$ cat config.mk
export PLATFORM = sky130hd
export DESIGN_NAME = fase_sequencer
export DESIGN_NICKNAME = d
export VERILOG_FILES = /design/src/rtl/fase_sequencer.sv
export SDC_FILE = /design/constraint.sdc
export NUM_CORES = 1
export LEC_CHECK = 0
export ABC_CLOCK_PERIOD_IN_PS = 4500
export CAP_MARGIN = 20
export CELL_PAD_IN_SITES_DETAIL_PLACEMENT = 1
export CELL_PAD_IN_SITES_GLOBAL_PLACEMENT = 2
export CORE_MARGIN = 1.5
export CORE_UTILIZATION = 35
export CTS_CLUSTER_SIZE = 28
export DETAILED_ROUTE_END_ITERATION = 10
export PLACE_DENSITY = 0.83
export SLEW_MARGIN = 20
export SYNTH_ARGS = -nofsm -noshare
export SYNTH_HDL_FRONTEND = slang
export SYNTH_SLANG_ARGS = --single-unit
$ cat constraint.sdc
create_clock -name clk -period 4.5 [get_ports clk]
set_input_delay 0.9 -clock clk [delete_from_list [all_inputs] [get_ports clk]]
set_output_delay 0.9 -clock clk [all_outputs]
set_load 0.1 [all_outputs]
$ cat src/rtl/fase_sequencer.sv
// Timed green/amber phase sequencer feeding the light decoder; 4 approaches,
// demand-based skipping, safe entry to and exit from flashing amber.
module fase_sequencer #(
   parameter int CLK_HZ  = 27_000_000,
   parameter int GREEN_S = 20,
   parameter int AMBAR_S = 3
) (
   input  logic       clk,
   input  logic       rst,
   input  logic       run,
   input  logic       flash_req,
   input  logic [3:0] demanda,
   input  logic       cfg_we,
   input  logic [7:0] cfg_verde,
   input  logic [3:0] cfg_ambar,
   output logic [3:0] ciclo,
   output logic       fase_ini,
   output logic [7:0] seg_rest
);
   typedef enum logic [1:0] {FLASH, VERDE, AMBAR} state_t;

   localparam int            PW      = (CLK_HZ > 1) ? $clog2(CLK_HZ) : 1;
   localparam logic [PW-1:0] PRE_MAX = PW'(CLK_HZ - 1);

   state_t        state, state_n;
   logic [1:0]    idx, idx_n, nxt;
   logic [PW-1:0] pre, pre_n;
   logic [7:0]    sec_cnt, sec_n, len_reg, len_n;
   logic [7:0]    verde_reg;
   logic [3:0]    ambar_reg;
   logic          tick, last, entry;
   logic [3:0]    ciclo_n;
   logic [7:0]    seg_n;

   assign tick = (pre == PRE_MAX);
   assign last = tick && (sec_cnt == len_reg - 8'd1);

   // Rotating priority search starting after the current approach; the
   // current approach is checked last. No demand at all gives plain rotation.
   always_comb begin
      logic [1:0] cand;
      logic       found;
      nxt   = idx + 2'd1;
      found = 1'b0;
      cand  = idx;
      for (int k = 1; k <= 4; k++) begin
         cand = idx + 2'(k);
         if (!found && demanda[cand]) begin
            nxt   = cand;
            found = 1'b1;
         end
      end
   end

   always_comb begin
      state_n = state;
      idx_n   = idx;
      case (state)
         FLASH: if (run && !flash_req) begin
            state_n = VERDE;
            idx_n   = 2'd0;
         end
         VERDE: if (flash_req || last) state_n = AMBAR;
         AMBAR: if (last) begin
            if (flash_req || !run) state_n = FLASH;
            else begin
               state_n = VERDE;
               idx_n   = nxt;
            end
         end
         default: state_n = FLASH;
      endcase
      entry = (state_n != state);

      // Length comes from the config registers as they stood before this edge,
      // so a write coinciding with entry only affects later phases.
      if (state_n == FLASH || entry) begin
         pre_n = '0;
         sec_n = 8'd0;
      end else begin
         pre_n = tick ? '0 : pre + PW'(1);
         sec_n = tick ? sec_cnt + 8'd1 : sec_cnt;
      end
      if (entry) len_n = (state_n == VERDE) ? verde_reg : {4'd0, ambar_reg};
      else       len_n = len_reg;
   end

   always_comb begin
      ciclo_n = 4'd0;
      seg_n   = 8'd0;
      if (state_n != FLASH) begin
         ciclo_n = {1'b0, idx_n, 1'b0} + ((state_n == VERDE) ? 4'd1 : 4'd2);
         seg_n   = len_n - sec_n;
      end
   end

   always_ff @(posedge clk) begin
      if (rst) begin
         state     <= FLASH;
         idx       <= 2'd0;
         pre       <= '0;
         sec_cnt   <= 8'd0;
         len_reg   <= 8'd0;
         verde_reg <= 8'(GREEN_S);
         ambar_reg <= 4'(AMBAR_S);
         ciclo     <= 4'd0;
         fase_ini  <= 1'b0;
         seg_rest  <= 8'd0;
      end else begin
         state    <= state_n;
         idx      <= idx_n;
         pre      <= pre_n;
         sec_cnt  <= sec_n;
         len_reg  <= len_n;
         ciclo    <= ciclo_n;
         fase_ini <= entry;
         seg_rest <= seg_n;
         if (cfg_we && cfg_verde != 8'd0) verde_reg <= cfg_verde;
         if (cfg_we && cfg_ambar != 4'd0) ambar_reg <= cfg_ambar;
      end
   end
endmodule
# ---- Word-level counts from Yosys, hierarchy flattened
# Index checks and enable logic that the tools add are counted.
dict set report op_classes {
  addsub 8
  order_cmp 4
  n_eq_ne 6
  muxes 28
  n_bitwise 1
  n_reduce_logical 22
}
# cell n
set op_table {}
lappend op_table {{2-to-1 mux 8 bit} 4}
lappend op_table {{adder 25 x 1 -> 25 bit (second input constant)} 1}
lappend op_table {{== test 25 bit (second input constant)} 1}
lappend op_table {{2-to-1 mux 2 bit} 10}
lappend op_table {{less-than comparator 2 x 3 -> 1 bit (second input constant)} 4}
lappend op_table {{adder 8 x 1 -> 8 bit (second input constant)} 1}
lappend op_table {{binary-select mux 1 bit (select 2 bit)} 4}
lappend op_table {{== test 8 bit} 1}
lappend op_table {{2-to-1 mux 1 bit} 8}
lappend op_table {{nonzero test 8 bit} 1}
lappend op_table {{subtractor 8 x 1 -> 8 bit (second input constant)} 1}
lappend op_table {{subtractor 8 bit} 1}
lappend op_table {{logical AND 1 bit} 7}
lappend op_table {{case mux 2 bit (3 select lines)} 1}
lappend op_table {{zero test 1 bit} 5}
lappend op_table {{adder 2 bit (second input constant)} 2}
lappend op_table {{adder 3 x 2 -> 4 bit} 1}
lappend op_table {{== test 2 x 1 -> 1 bit (second input constant)} 2}
lappend op_table {{zero test 2 bit} 2}
lappend op_table {{case mux 2 bit (2 select lines)} 1}
lappend op_table {{nonzero test 4 bit} 1}
lappend op_table {{logical OR 1 bit} 3}
lappend op_table {{OR reduction 3 bit} 1}
lappend op_table {{adder 2 x 1 -> 2 bit (second input constant)} 1}
lappend op_table {{other kinds (5)} 5}
dict set report totals {
  register_bits 70
  output_inout_bits 13
}

# ---- Longest topological paths before layout
dict set report depth {
  depth_word 17
  mapped_depth 20
  depth_no_buf 19
}

# ---- Worst setup path before layout
# No wires, ideal clock.
dict set report synth_path {
  path_kind {register -> register}
  from {register pre[0]}
  to {register seg_rest[6]}
  t_arrival_ns 3.770
  required_time_ns 4.372
  path_slack_ns 0.603
  stages_incl_launch_ff 20
  synth_period_minus_slack_ns 3.897
  path_cell_list {dfxtp_1 > ha_1 > and3_1 > nand2_1 > nor3_4 > nand4_2 > a21o_4 > mux2i_4 > buf_6 > mux2_4 > mux2i_1 > ha_1 > inv_1 > fa_1 > a21o_1 > a21o_1 > a21o_1 > a21oi_1 > xor2_1 > nor2_1}
}
dict set report synth_via {
  elab_chain_len 9
}
# element line
set synth_rtl {}
lappend synth_rtl {{start, declared} 27} ;# logic [PW-1:0] pre, pre_n;
lappend synth_rtl {{start signal, assigned} 112} ;# pre <= pre_n;
lappend synth_rtl {{== test 25 bit *} 35} ;# assign tick = (pre == PRE_MAX);
lappend synth_rtl {{logical AND 1 bit} 36} ;# assign last = tick && (sec_cnt == len_reg - 8'd1);
lappend synth_rtl {{logical OR 1 bit} 63} ;# VERDE: if (flash_req || last) state_n = AMBAR;
lappend synth_rtl {{2-to-1 mux 2 bit} 63}
lappend synth_rtl {{case mux 2 bit (3 select lines)} 58} ;# case (state)
lappend synth_rtl {{== test 2 x 1 -> 1 bit (tied with other cells)} 84} ;# if (entry) len_n = (state_n == VERDE) ? verde_reg : {4'd0, ambar_reg};
lappend synth_rtl {{2-to-1 mux 8 bit / logical OR 1 bit (equally long branches)} {84, 77}}
lappend synth_rtl {{2-to-1 mux 8 bit (on tied branches)} {84, 77}}
lappend synth_rtl {{subtractor 8 bit} 93} ;# seg_n = len_n - sec_n;
lappend synth_rtl {{end signal, assigned} 117} ;# seg_rest <= seg_n;
lappend synth_rtl {{end, declared} 18} ;# output logic [7:0] seg_rest
# Mark *: on every way between the ends. The rest lies on a longest branch, timed or not.
# A chain may end at the register's enable or synchronous reset.

# ---- Worst setup path in the final report
dict set report layout_path {
  from {input port flash_req}
  to {register seg_rest[7]}
}
dict set report layout_via {
  elab_chain_len 8
}
# element line
set layout_rtl {}
lappend layout_rtl {{start, declared} 11} ;# input logic flash_req,
lappend layout_rtl {{logical OR 1 bit / zero test 1 bit (equally long branches)} {65, 59}}
lappend layout_rtl {{2-to-1 mux 1 bit / logical AND 1 bit (equally long branches)} {65, 59}}
lappend layout_rtl {{2-to-1 mux 2 bit (on tied branches)} {64, 59}}
lappend layout_rtl {{case mux 2 bit (3 select lines) *} 58}
lappend layout_rtl {{== test 2 x 1 -> 1 bit} 84}
lappend layout_rtl {{2-to-1 mux 8 bit} 84}
lappend layout_rtl {{2-to-1 mux 8 bit *} 84}
lappend layout_rtl {{named net len_n[1]} 28} ;# logic [7:0] sec_cnt, sec_n, len_reg, len_n;
lappend layout_rtl {{subtractor 8 bit *} 93}
# The timed path passes the listed nets; every way through them passes the cells marked *.

==> impl_metrics.py <==
metrics = {
    "critical_path": {
        "crit_slowest_cell": "clkdlybuf4s50_1",
        "worstPathRequired_ps": 4790,
        "cpLargestDelayFamily": "compound AO/OA/AOI/OAI gates",
        "cp.buffers_inverters": 1,
        "max_stage_delay_ps": 480,
        "worstPathArrival_ps": 4480,
        "worst-r2r-setup-slack_ps": 340,
        "path_class": "input pin to flip-flop",
        "worst_setup_path_end_kind": "flip-flop",
        "path_max_fanout": 5,
        "crit_top_cell": "nor2b_1",
        "r2r_end": "seg_rest[6]",
        "worstPathCellList": "clkdlybuf4s50_1, nor2_1, a21oi_1, nor2b_1, a31oi_1, and3_1, mux2_2, ha_1, nor2b_1, o2111ai_1, nand4b_1, a21o_1, a21oi_2, xor2_1, o211ai_1, o22ai_1",
        "crit_path_start_kind": "input pin",
        "reg2regPathDepth": 19,
        "r2r_start": "pre[0]",
    },
    "cells_and_area": {
        "largest_reg_flops": 25,
        "top_register": "pre",
        "drive_gt1_share_pct": 12.2,
        "multi_input_area_um2": 2190,
        "n_fill_cell": 1228,
        "diodes": 0,
        "num-nets-final": 511,
        "syn2layout_area_growth_pct": 21.9,
        "final_util_pct": 43.8,
        "regArea_um2": 1400,
    },
    "logic_synthesis": {
        "syn_area_um2": 3710,
        "ys_seq_area_share_pct": 37.7,
        "yosys.area_share.simple_pct": 27.0,
        "synth_compound_area_share_pct": 12.8,
        "synth_fa_ha_area_share_pct": 4.58,
        "synth_mux_area_share_pct": 3.44,
        "synth_area_leaders": "dfxtp_1 38%, nor2_1 6.2%, xnor2_1 5.9%",
        "yosys_warnings": 0,
        "syn_area_per_cell_um2": 8.48,
        "synth_fp_nets": 472,
        "ys_types": 56,
        "synth_top_family_by_area": "simple AND/OR/NAND/NOR gates",
        "synthFlopType": "dfxtp_1",
        "synth_top_area_share_pct": 37.7,
        "yosys.area.top_type": "dfxtp_1",
        "synth_xor_area_share_pct": 10.4,
        "synth-edff-count": 0,
        "postSynth.asyncResetShare_pct": 0,
        "synth_seq_cells": 70,
        "synth_cells": 438,
    },
    "clock_network": {
        "cts_buffers": 9,
        "insertion_delay_ps": 360,
        "clk_pin_slew_ps": 80,
        "cts-root-buf": "clkbuf_8",
        "cts_tree": "done",
        "clockBufferDepth": 2,
        "cts_max_level": 3,
        "ctsHoldBuffers": 0,
        "cts_sinks": 70,
    },
    "global_routing": {
        "grt_pass1_wl_mm": 16.3,
        "grt_max_degree": 26,
        "grt_use_total_pct": 18.4,
        "first_global_vias": 3345,
        "grt_overflow_total": 0,
        "grt_antenna_before_repair": 0,
    },
    "sta": {
        "finalSetupTns_ps": 0,
        "slew_headroom_pct": 34.9,
        "grt_setup_unrepaired": "false",
        "whs_ps": 461,
        "max_freq_mhz": 239,
        "finClkSkew_ps": 9.21,
        "drv_slew": 0,
        "period_needed_ps": 4180,
        "worst_pin_slew_ps": 973,
        "fin_crit_sh_pct": 93.0,
        "setup_violations": 0,
        "hold_violations": 0,
    },
    "drt": {
        "num_vias": 3189,
        "drtAntennaViolNets": 0,
        "drc": 0,
        "viasPerCell": 5.16,
        "wl_mm": 9.51,
        "drt_iter0_markers": 107,
        "wire_per_inst_um": 15.4,
        "detail_route.first_pass.iterations": 5,
    },
    "power_and_ir_drop": {
        "p_int_mw": 1.23,
        "power.switching_fraction_pct": 28.5,
        "seqPwrFrac_pct": 38.5,
        "finalPower_mw": 1.72,
        "p_clk_share_pct": 40.3,
        "p_comb_share_pct": 21.2,
        "p_sw_uw": 490,
        "leakage_nw": 1.64,
        "power_density_nw_per_um2": 380,
        "peakVddDrop_v": 0.000185,
    },
    "floorplanning": {
        "dieHeight_um": 106,
        "placementRows": 37,
        "start_util_pct": 36.0,
        "io_pins": 34,
        "dieWidth_um": 106,
        "dieArea_um2": 11200,
        "core-area_um2": 10300,
    },
    "worst_hold_path": {
        "hp-class": "flip-flop to flip-flop",
        "hold_depth": 2,
        "holdCritStartpoint": "verde_reg[6]",
        "whs_endpoint": "verde_reg[6]",
    },
    "place": {
        "place.gp.congestion": 0.860,
        "hpwl_mm": 7.15,
        "port_buffers": 33,
    },
    "flow_run": {
        "cap_violations": 0,
    },
    "run_status": {
        "status": "completed",
    },
}
[cells in the mapped netlist (2+ instances only)]
| cell | n |
|---|---|
| dfxtp_1 | 70 |
| nor2_1 | 61 |
| nand2_1 | 41 |
| xnor2_1 | 25 |
| xor2_1 | 19 |
| nor3_1 | 18 |
| a21oi_1 | 16 |
| inv_1 | 15 |
| nand3_1 | 13 |
| ha_1 | 12 |
| clkbuf_1 | 11 |
| nand2b_1 | 11 |
| nor2b_1 | 10 |
| and3_1 | 8 |
| a21o_1 | 7 |
| nand4_1 | 7 |
| o21ai_0 | 7 |
| a31oi_1 | 6 |
| buf_2 | 6 |
| o21a_1 | 6 |
| or2_2 | 6 |
| and2_1 | 5 |
| mux2_2 | 4 |
| o21ai_1 | 4 |
| a221o_1 | 3 |
| mux2i_1 | 3 |
| nand3b_1 | 3 |
| o211ai_1 | 3 |
| or3_1 | 3 |
| a22oi_1 | 2 |
| a31o_2 | 2 |
| a32oi_1 | 2 |
| buf_6 | 2 |
| mux2_4 | 2 |
| nand4_2 | 2 |
| nor4_2 | 2 |
| or4_1 | 2 |
[area by class of cell]
cell class,instances,area share (%)
Clock inverter,6,2.93
Sequential cell,70,31.0
Clock buffer,10,3.04
Tap cell,136,3.76
Inverter,15,1.24
Timing Repair Buffer,47,9.62
Multi-Input combinational cell,334,48.5
[worst register-to-register path, delay by kind of cell (launching register included)]
| kind | cells | cell delay, ps |
|---|---|---|
| compound gates | 5 | 940 |
| xor+xnor | 1 | 160 |
| fa+ha+maj | 3 | 830 |
| mux | 3 | 700 |
| flops | 1 | 380 |
| simple gates | 5 | 800 |
| buf+inv | 2 | 230 |
[metal layers]
layer | vias up | part of all wire, % | global-route usage [%]
met4 | 0 | 1.7 | 6.56
met3 | 12 | 2.2 | 4.23
met1 | 1559 | 49 | 23.7
met5 | - | 0 | 0
met2 | 27 | 47 | 30.1
li1 | 1591 | - | -
[kinds of logic after synthesis]
logic type,Yosys count
fa+ha+maj,13
simple gates,198
xor+xnor,44
flops,70
buf+inv,34
compound gates,69
mux,10
[power by group through the flow]
stage / registers (mW) / clock network [mW] / logic (mW)
after CTS: 0.661 / 0.712 / 0.357
final: 0.662 / 0.693 / 0.364
after floorplan: 0.729 / 0 / 0.196
after detailed placement: 0.675 / 0 / 0.352
after global routing: 0.665 / 0.731 / 0.398
after global placement: 0.674 / 0 / 0.348
[placed cells by master (no fill, tap or decap), drive strengths merged, types with 8 or more instances in the layout]
master	instances
dfxtp	70
nor2	61
nand2	41
clkdlybuf4s50	33
xnor2	25
xor2	19
nor3	19
a21oi	16
inv	15
buf	14
nand3	13
ha	12
o21ai	12
nand2b	11
nor2b	10
clkbuf	10
nand4	9
and3	8
a21o	8
[stage by stage]
stage               cells  area (um^2)  worst slack (ps)
floorplan             438         3710               603
global placement      599         4200              85.3
detailed placement    599         4200              26.1
CTS                   615         4470              67.7
global route          618         4530              21.8
finish                618         4530               316
[worst max path at each step]
| stage | depth (start not counted) | start | slack (ps) | endpoint |
|---|---|---|---|---|
| finish | 16 | flash_req | 320 | seg_rest[7] |
| detailed placement | 16 | flash_req | 30 | seg_rest[6] |
| floorplan | 19 | pre[0] | 600 | seg_rest[6] |
| CTS | 18 | len_reg[1] | 70 | seg_rest[7] |
| global route | 19 | len_reg[0] | 20 | seg_rest[6] |
| global placement | 16 | flash_req | 90 | seg_rest[7] |
[repair_timing]
item	4_1_cts	5_1_grt
resized for setup	0	7
setup buffers	0	3
setup endpoints to repair	0	2
Power figures use the tool's default switching activity.
